$ cat src/rtl/ram8_pkg.sv
// Shared widths, types and reset constant for the eight-word register bank.
package ram8_pkg;

    localparam int WORD_W = 16;
    localparam int ADDR_W = 3;
    localparam int DEPTH  = 8;

    typedef logic [WORD_W-1:0] word_t;
    typedef logic [ADDR_W-1:0] addr_t;

    localparam word_t WORD_RESET = 16'h0000;

endpackage

$ cat src/rtl/mux8way16.sv
// 8-way 16-bit word multiplexer: out is the word picked by sel.
module mux8way16 (
    input  logic [15:0] a,
    input  logic [15:0] b,
    input  logic [15:0] c,
    input  logic [15:0] d,
    input  logic [15:0] e,
    input  logic [15:0] f,
    input  logic [15:0] g,
    input  logic [15:0] h,
    input  logic [2:0]  sel,
    output logic [15:0] out
);

    always_comb begin
        out = a;
        case (sel)
            3'd0: out = a;
            3'd1: out = b;
            3'd2: out = c;
            3'd3: out = d;
            3'd4: out = e;
            3'd5: out = f;
            3'd6: out = g;
            3'd7: out = h;
            default: out = a;
        endcase
    end

endmodule

$ cat src/rtl/ram8_register16.sv
// register16: one 16-bit word with synchronous clear (priority) and load enable.
module register16
    import ram8_pkg::*;
(
    input  logic  clock,
    input  logic  reset,
    input  word_t in,
    input  logic  load,
    output word_t out
);

    always_ff @(posedge clock) begin
        if (reset)
            out <= WORD_RESET;
        else if (load)
            out <= in;
    end

endmodule

$ cat src/rtl/ram8.sv
// ram8: 8 x 16 register bank, synchronous write, combinational read.
// Optional RAM8_WRITE_THROUGH_EN forwards `in` to `out` while load is high.
module ram8
    import ram8_pkg::*;
(
    input  logic  clock,
    input  logic  reset,
    input  word_t in,
    input  logic  load,
    input  addr_t address,
    output word_t out
);

    logic [DEPTH-1:0]             word_en;
    logic [DEPTH-1:0][WORD_W-1:0] words;
    word_t                        mux_out;

    // One-hot write enables; all zero when load is low.
    always_comb begin
        word_en = '0;
        if (load)
            word_en[address] = 1'b1;
    end

    for (genvar i = 0; i < DEPTH; i++) begin : g_word
        register16 u_reg (
            .clock (clock),
            .reset (reset),
            .in    (in),
            .load  (word_en[i]),
            .out   (words[i])
        );
    end

    mux8way16 u_mux (
        .a   (words[0]),
        .b   (words[1]),
        .c   (words[2]),
        .d   (words[3]),
        .e   (words[4]),
        .f   (words[5]),
        .g   (words[6]),
        .h   (words[7]),
        .sel (address),
        .out (mux_out)
    );

`ifdef RAM8_WRITE_THROUGH_EN
    // Forwarding is suppressed during reset so out tracks the storage mux.
    assign out = (load && !reset) ? in : mux_out;
`else
    assign out = mux_out;
`endif

endmodule

$ cat config.mk
export PLATFORM = sky130hd
export DESIGN_NAME = ram8
export DESIGN_NICKNAME = d
export VERILOG_FILES = /design/src/rtl/ram8_pkg.sv /design/src/rtl/mux8way16.sv /design/src/rtl/ram8_register16.sv /design/src/rtl/ram8.sv
export SDC_FILE = /design/constraint.sdc
export NUM_CORES = 1
export LEC_CHECK = 0
export BUFFER_PORTS_ARGS = -buffer_cell sky130_fd_sc_hd__buf_2
export CAP_MARGIN = 15
export CORE_UTILIZATION = 60
export CTS_CLUSTER_DIAMETER = 80
export DETAILED_ROUTE_END_ITERATION = 8
export PLACE_DENSITY = 0.79
export SETUP_SLACK_MARGIN = 0.5
export SYNTH_ARGS = -nofsm -noshare
export SYNTH_HDL_FRONTEND = slang
export SYNTH_HIERARCHICAL = 1
export SYNTH_SLANG_ARGS = --single-unit
$ cat constraint.sdc
create_clock -name clock -period 1.4 [get_ports clock]
set_input_delay 0.07 -clock clock [delete_from_list [all_inputs] [get_ports clock]]
set_output_delay 0.07 -clock clock [all_outputs]
set_load 0.01 [all_outputs]
==> results.sh, run 1 <==
export IMPL_run_status="finished with violations"
export IMPL_failed_checks="setup timing"
export IMPL_vias_after_detailed_routing=4725
export IMPL_final_setup_skew_ns=0
export IMPL_layoutNonFillerInstCount=803
export IMPL_min_period_ns=1.688
export IMPL_end_kind="primary output"
export IMPL_io_pin_count=38
export IMPL_grt_first_pass_wirelength_um=24200
export IMPL_finalHoldViolations=0
export IMPL_clockRootBuffer="sky130_fd_sc_hd__clkbuf_8"
export IMPL_antenna_cells_inserted=0
export IMPL_die_width_um=100.8
export IMPL_holdWs_ns=0.2163
export IMPL_core_rowCount=35
export IMPL_first_global_vias=4689
export IMPL_drc_errors=0
export IMPL_gpl_final_weighted_congestion=0.8384
export IMPL_starting_density_pct=62.76
export IMPL_num_nets_final=683
export IMPL_final_cell_mix="sky130_fd_sc_hd__mux2i_1, sky130_fd_sc_hd__nor2_1, sky130_fd_sc_hd__dfxtp_1"
export IMPL_number_of_antenna_violations_at_the_first_check_in_global_routing=0
export IMPL_synth_edf_count=0
export IMPL_achievable_frequency_mhz=592.4
export IMPL_synth_sequential_area_ratio_pct=43.77
export IMPL_reg_top3="g_word.u_reg/out (128)"
export IMPL_yosysWarningCount=6
export IMPL_timing_critical_path_required_ns=1.33
export IMPL_worst_endpoint_arrival_ns=1.62
export IMPL_final_setup_viol_count=16
export IMPL_holdCritPathClass="in2reg"
export IMPL_grt_util_all_layers_pct=31.56
export IMPL_async_reset_ff_share_pct=0
export IMPL_synth_largest_area_cell="sky130_fd_sc_hd__dfxtp_1"
export IMPL_final_cell_area_mm2=0.007168
export IMPL_detailed_place_area_mm2=0.006264
export IMPL_synth_top_cells_by_area="sky130_fd_sc_hd__dfxtp_1, sky130_fd_sc_hd__mux2i_1, sky130_fd_sc_hd__nor2_1, sky130_fd_sc_hd__a22oi_1, sky130_fd_sc_hd__buf_12"
export IMPL_setup_worst_path_start="g_word[6].u_reg/out[10]"
export IMPL_htree_levels=4
export IMPL_worstMarginPinSlew_ns=0.5357
export IMPL_worstSetupStartpointType="flip-flop"
export IMPL_drive_gt1_share_pct=27.89
export IMPL_ant_nets=0
export IMPL_clk_path_buf_depth=2
export IMPL_maxSlewViolCount=0
export IMPL_area_delta_synth_final_pct=22.44
export IMPL_worst_skew_pair_late_latency_ns=0.53
export IMPL_largest_register_ffs=128
export IMPL_path_class="reg2out"
export IMPL_wire_per_inst_um=19.11
export IMPL_post_route_util_pct=76.85
export IMPL_postSynthRegisterBits=128
export IMPL_synth_top_cell_area_share_pct=43.77
export IMPL_setup_tns_ns=-2.693
export IMPL_die_area_mm2=0.01016
export IMPL_place_detailed_instances=752
export IMPL_drt_wl_total_um=15340
export IMPL_syn_avg_cell_area_um2=9.741
export IMPL_timing_critical_path_fanout_max=2
export IMPL_clock_tree_from_tritoncts="yes"
export IMPL_syn_area_mm2=0.005854
export IMPL_holdCritStartpoint="load"
export IMPL_port_buffers=37
export IMPL_worst_ir_drop_vdd_v=0.0007036
export IMPL_max_flop_register="g_word.u_reg/out"
export IMPL_reg2reg_from="g_word[1].u_reg/out[1]"
export IMPL_floorplan_die_height_um=100.8
export IMPL_core_area_mm2=0.009328
export IMPL_grt_remaining_overflow=0
export IMPL_mostFrequentLayoutCell="sky130_fd_sc_hd__mux2i_1"
export IMPL_synth_cell_type_count=36
export IMPL_post_synth_inst_count=601
export IMPL_setup_ws_ns=-0.2880
export IMPL_worst_slew_margin_rel_pct=64.20
export IMPL_power_per_cell_area_mw_per_mm2=1231
export IMPL_numCtsBuffers=17
export IMPL_cap_violations=0
export IMPL_leakage_nw=2.630
export IMPL_grt_start_max_net_pins=72
export IMPL_syn_num_nets=623
export IMPL_final_worst_path_cycle_share_pct=120.6
export IMPL_detail_route_first_pass_iterations=4
export IMPL_place_hpwl_um=9399
export IMPL_route_detailed_vias_per_inst=5.884
export IMPL_final_fill_count=609
export IMPL_rsz_0062_raised_after_global_routing="yes"
export IMPL_path_clk_slew_ns=0.06
export IMPL_dominantRegCellSynth="sky130_fd_sc_hd__dfxtp_1"
export IMPL_clock_sink_count=128
export IMPL_initialDrtViolationCount=340
-- synth_stat cells (all sizes together), types with 3 or more instances --
cell,instances
nor2,149
mux2i,143
dfxtp,128
buf,48
a22oi,23
nand2,15
nand2b,15
o21ai,13
a21oi,12
a31oi,12
nand3,11
a22o,4
nor2b,4
a221oi,3
and4b,3
and4bb,3
inv,3
-- where the power goes --
| part | internal (W) | leakage [nW] | total [W] | switching (W) |
|---|---|---|---|---|
| clock | 0.00258 | 0.266 | 0.00423 | 0.00165 |
| combinational | 0.000349 | 1.31 | 0.000821 | 0.000472 |
| sequential | 0.00373 | 1.05 | 0.00377 | 0.0000457 |
-- metal layers --
metal	vias to the layer above	share of wire, %	routed length, um	GRT usage, %
met1	2323	42	6511	38.71
li1	2188	-	-	-
met3	31	6.1	930	7.143
met2	183	49	7591	53.11
met4	0	2.0	309	13.82
met5	-	0	0	0
-- worst max-delay path: stages (launching register included) --
cell	delay [ns]
sky130_fd_sc_hd__dfxtp_2	0.32
sky130_fd_sc_hd__mux2_4	0.26
sky130_fd_sc_hd__a22o_1	0.20
sky130_fd_sc_hd__nand2_2	0.08
sky130_fd_sc_hd__a31oi_2	0.09
sky130_fd_sc_hd__buf_2	0.15
-- final timing paths --
check,to,slack [ns],depth (start not counted)
setup / recovery,out[10],-0.29,5
hold / removal,g_word[0].u_reg/out[2],0.22,5
setup reg to reg,g_word[1].u_reg/out[1],0.68,3
hold reg to reg,g_word[1].u_reg/out[3],0.48,2
-- cells by family (layout without fill, tap and decap cells) --
kind of cell           count (synthesis)  count (layout)  synth area share (%)
AO/OA/AOI/OAI                         68              68                 7.523
buffers and inverters                 53             126                 7.972
flip-flops                           128             128                 43.77
multiplexers                         144             144                 24.64
AND/OR/NAND/NOR                      208             208                 16.09
-- per-stage QoR --
| stage | power [W] | setup slack [ns] |
|---|---|---|
| finish | 0.008821 | -0.2880 |
| global route | 0.009075 | -0.3251 |
| CTS | 0.008792 | -0.2851 |
| detailed placement | 0.004569 | -0.1456 |
| global placement | 0.004547 | -0.1046 |
| floorplan | 0.004327 | 0.4191 |
-- cell type report --
cell class	count	area, um2	share of cell area, %
Clock buffer	19	431.7	6.022
Multi-Input combinational cell	420	3020	42.14
Timing Repair Buffer	91	803.3	11.21
Inverter	3	11.26	0.1571
Clock inverter	13	138.9	1.938
Sequential cell	128	2601	36.29
Tap cell	129	161.4	2.252
-- what timing repair did --
item / CTS / global route
hold buffers: 17 / 0
endpoints found under the hold margin: 127 / 0
gates cloned: 0 / 1
buffers inserted: 1 / 0
setup endpoints to repair: 16 / 76
pin swaps: 26 / 14
gates resized for setup: 47 / 29
Note: power is estimated with default switching activity, not from simulation.
==> run 2, diff against run 1 <==
- SKIP_LAST_GASP: unset -> 1
==> run 2 against run 1 <==
Effect of this change:
- the run still ends with setup timing left
- non-clock buffer count unchanged
- die area did not move
- design area fell by 0.33%
- combinational power down 1%
- utilization down 0.25 points
- critical endpoint unchanged
- highest routed layer unchanged
==> results.sh, run 2 (synthesis gave the netlist of run 1 again) <==
export IMPL_max_flop_register="g_word.u_reg/out"
export IMPL_die_area_mm2=0.01016
export IMPL_sink_of_the_worst_hold_path="g_word[0].u_reg/out[2]"
export IMPL_detail_route_first_pass_iterations=5
export IMPL_floorplan_die_height_um=100.8
export IMPL_starting_density_pct=62.76
export IMPL_core_rowCount=35
export IMPL_final_setup_skew_ns=0
export IMPL_clock_sink_count=128
export IMPL_grt_start_max_net_pins=72
export IMPL_worst_r2r_setup_slack_ns=0.68
export IMPL_gpl_final_weighted_congestion=0.8384
export IMPL_wire_per_inst_um=18.97
export IMPL_core_area_mm2=0.009328
export IMPL_run_status="finished with violations"
export IMPL_worst_endpoint_arrival_ns=1.63
export IMPL_area_delta_synth_final_pct=22.03
export IMPL_grt_first_pass_wirelength_um=24150
export IMPL_path_clk_slew_ns=0.06
export IMPL_reg_top3="g_word.u_reg/out (128)"
export IMPL_drive_gt1_share_pct=27.30
export IMPL_worst_slew_margin_rel_pct=67.29
export IMPL_port_buffers=37
export IMPL_reg2reg_to="g_word[1].u_reg/out[1]"
export IMPL_grt_remaining_overflow=0
export IMPL_holdCritStartpoint="load"
export IMPL_holdWs_ns=0.2201
export IMPL_power_per_cell_area_mw_per_mm2=1232
export IMPL_clk_path_buf_depth=2
export IMPL_post_placement_worst_setup_slack_ns=-0.1456
export IMPL_worst_ir_drop_vdd_v=0.0007017
export IMPL_worstSetupStartpointType="flip-flop"
export IMPL_post_route_util_pct=76.59
export IMPL_mostFrequentLayoutCell="sky130_fd_sc_hd__mux2i_1"
export IMPL_antenna_cells_inserted=0
export IMPL_ant_nets=0
export IMPL_holdCritPathClass="in2reg"
export IMPL_setup_ws_ns=-0.3037
export IMPL_worst_skew_pair_late_latency_ns=0.52
export IMPL_io_pin_count=38
export IMPL_failed_checks="setup timing"
export IMPL_rsz_0062_raised_after_global_routing="yes"
export IMPL_grt_util_all_layers_pct=31.51
export IMPL_final_worst_path_cycle_share_pct=121.7
export IMPL_leakage_nw=2.626
export IMPL_numCtsBuffers=17
export IMPL_initialDrtViolationCount=312
export IMPL_timing_critical_path_fanout_max=2
export IMPL_final_fill_count=612
export IMPL_cap_violations=0
export IMPL_min_path_cells=5
export IMPL_final_cell_mix="sky130_fd_sc_hd__mux2i_1, sky130_fd_sc_hd__nor2_1, sky130_fd_sc_hd__dfxtp_1"
export IMPL_final_setup_viol_count=16
export IMPL_place_hpwl_um=9399
export IMPL_drt_wl_total_um=15230
export IMPL_route_detailed_vias_per_inst=5.899
export IMPL_htree_levels=4
export IMPL_timing_critical_path_required_ns=1.33
export IMPL_first_global_vias=4687
export IMPL_largest_register_ffs=128
export IMPL_clockRootBuffer="sky130_fd_sc_hd__clkbuf_8"
export IMPL_path_class="reg2out"
export IMPL_min_period_ns=1.704
export IMPL_drc_errors=0
export IMPL_rr_worst_depth=3
export IMPL_worstMarginPinSlew_ns=0.4894
export IMPL_end_kind="primary output"
export IMPL_vias_after_detailed_routing=4737
export IMPL_num_nets_final=683
export IMPL_achievable_frequency_mhz=586.9
export IMPL_number_of_antenna_violations_at_the_first_check_in_global_routing=0
export IMPL_finalHoldViolations=0
export IMPL_die_width_um=100.8
export IMPL_reg2reg_from="g_word[1].u_reg/out[1]"
export IMPL_maxSlewViolCount=0
export IMPL_clock_tree_from_tritoncts="yes"
[run 2: what timing repair did]
item	4_1_cts	5_1_grt
setup endpoints to repair	16	76
cloned	0	1
buffers inserted	1	0
pin swaps	25	16
gates resized for setup	44	26
hold buffers	17	0
endpoints found under the hold margin	127	0
[run 2: power by group]
part	leakage, nW	internal, W	switching (W)
logic	1.31	0.000345	0.000467
registers	1.05	0.00373	0.0000455
clock network	0.266	0.00258	0.00164
[run 2: final cells by class]
| class | count | area (um2) | share of cell area, % |
|---|---|---|---|
| Inverter | 3 | 11.26 | 0.1576 |
| Sequential cell | 128 | 2600 | 36.39 |
| Multi-Input combinational cell | 420 | 3007 | 42.08 |
| Timing Repair Buffer | 91 | 794.5 | 11.12 |
| Clock inverter | 13 | 138.9 | 1.944 |
| Clock buffer | 19 | 431.7 | 6.042 |
| Tap cell | 129 | 161.4 | 2.259 |
[run 2: critical path: stages, from the launching register on]
cell and delay (ns):
sky130_fd_sc_hd__dfxtp_2 0.32, sky130_fd_sc_hd__mux2_4 0.26, sky130_fd_sc_hd__a22o_1 0.20, sky130_fd_sc_hd__nand2_2 0.09, sky130_fd_sc_hd__a31oi_2 0.09, sky130_fd_sc_hd__buf_2 0.15
[run 2: worst max-delay path by stage]
stage                                 start      end  slack (ns)
detailed placement               address[0]   out[9]       -0.15
global route        g_word[6].u_reg/out[10]  out[10]       -0.35
floorplan                        address[1]   out[0]        0.42
global placement                 address[0]   out[9]       -0.10
CTS                 g_word[6].u_reg/out[10]  out[10]       -0.29
finish              g_word[6].u_reg/out[10]  out[10]       -0.30
[run 2: stage by stage]
step	setup TNS, ns	cell area [um2]	power [W]	instances
floorplan	0	6011	0.004327	601
global placement	-0.5302	6264	0.004547	752
detailed placement	-1.216	6264	0.004569	752
CTS	-2.917	7071	0.008792	802
global route	-3.825	7144	0.009067	803
finish	-2.759	7144	0.008801	803
[run 2: routing by layer]
metal | global-route usage [%] | vias to the layer above | part of all wire (%)
met2 | 53.06 | 174 | 49
met1 | 38.63 | 2329 | 43
li1 | - | 2194 | -
met5 | 0 | - | 0
met4 | 13.82 | 0 | 2.5
met3 | 7.143 | 40 | 5.6
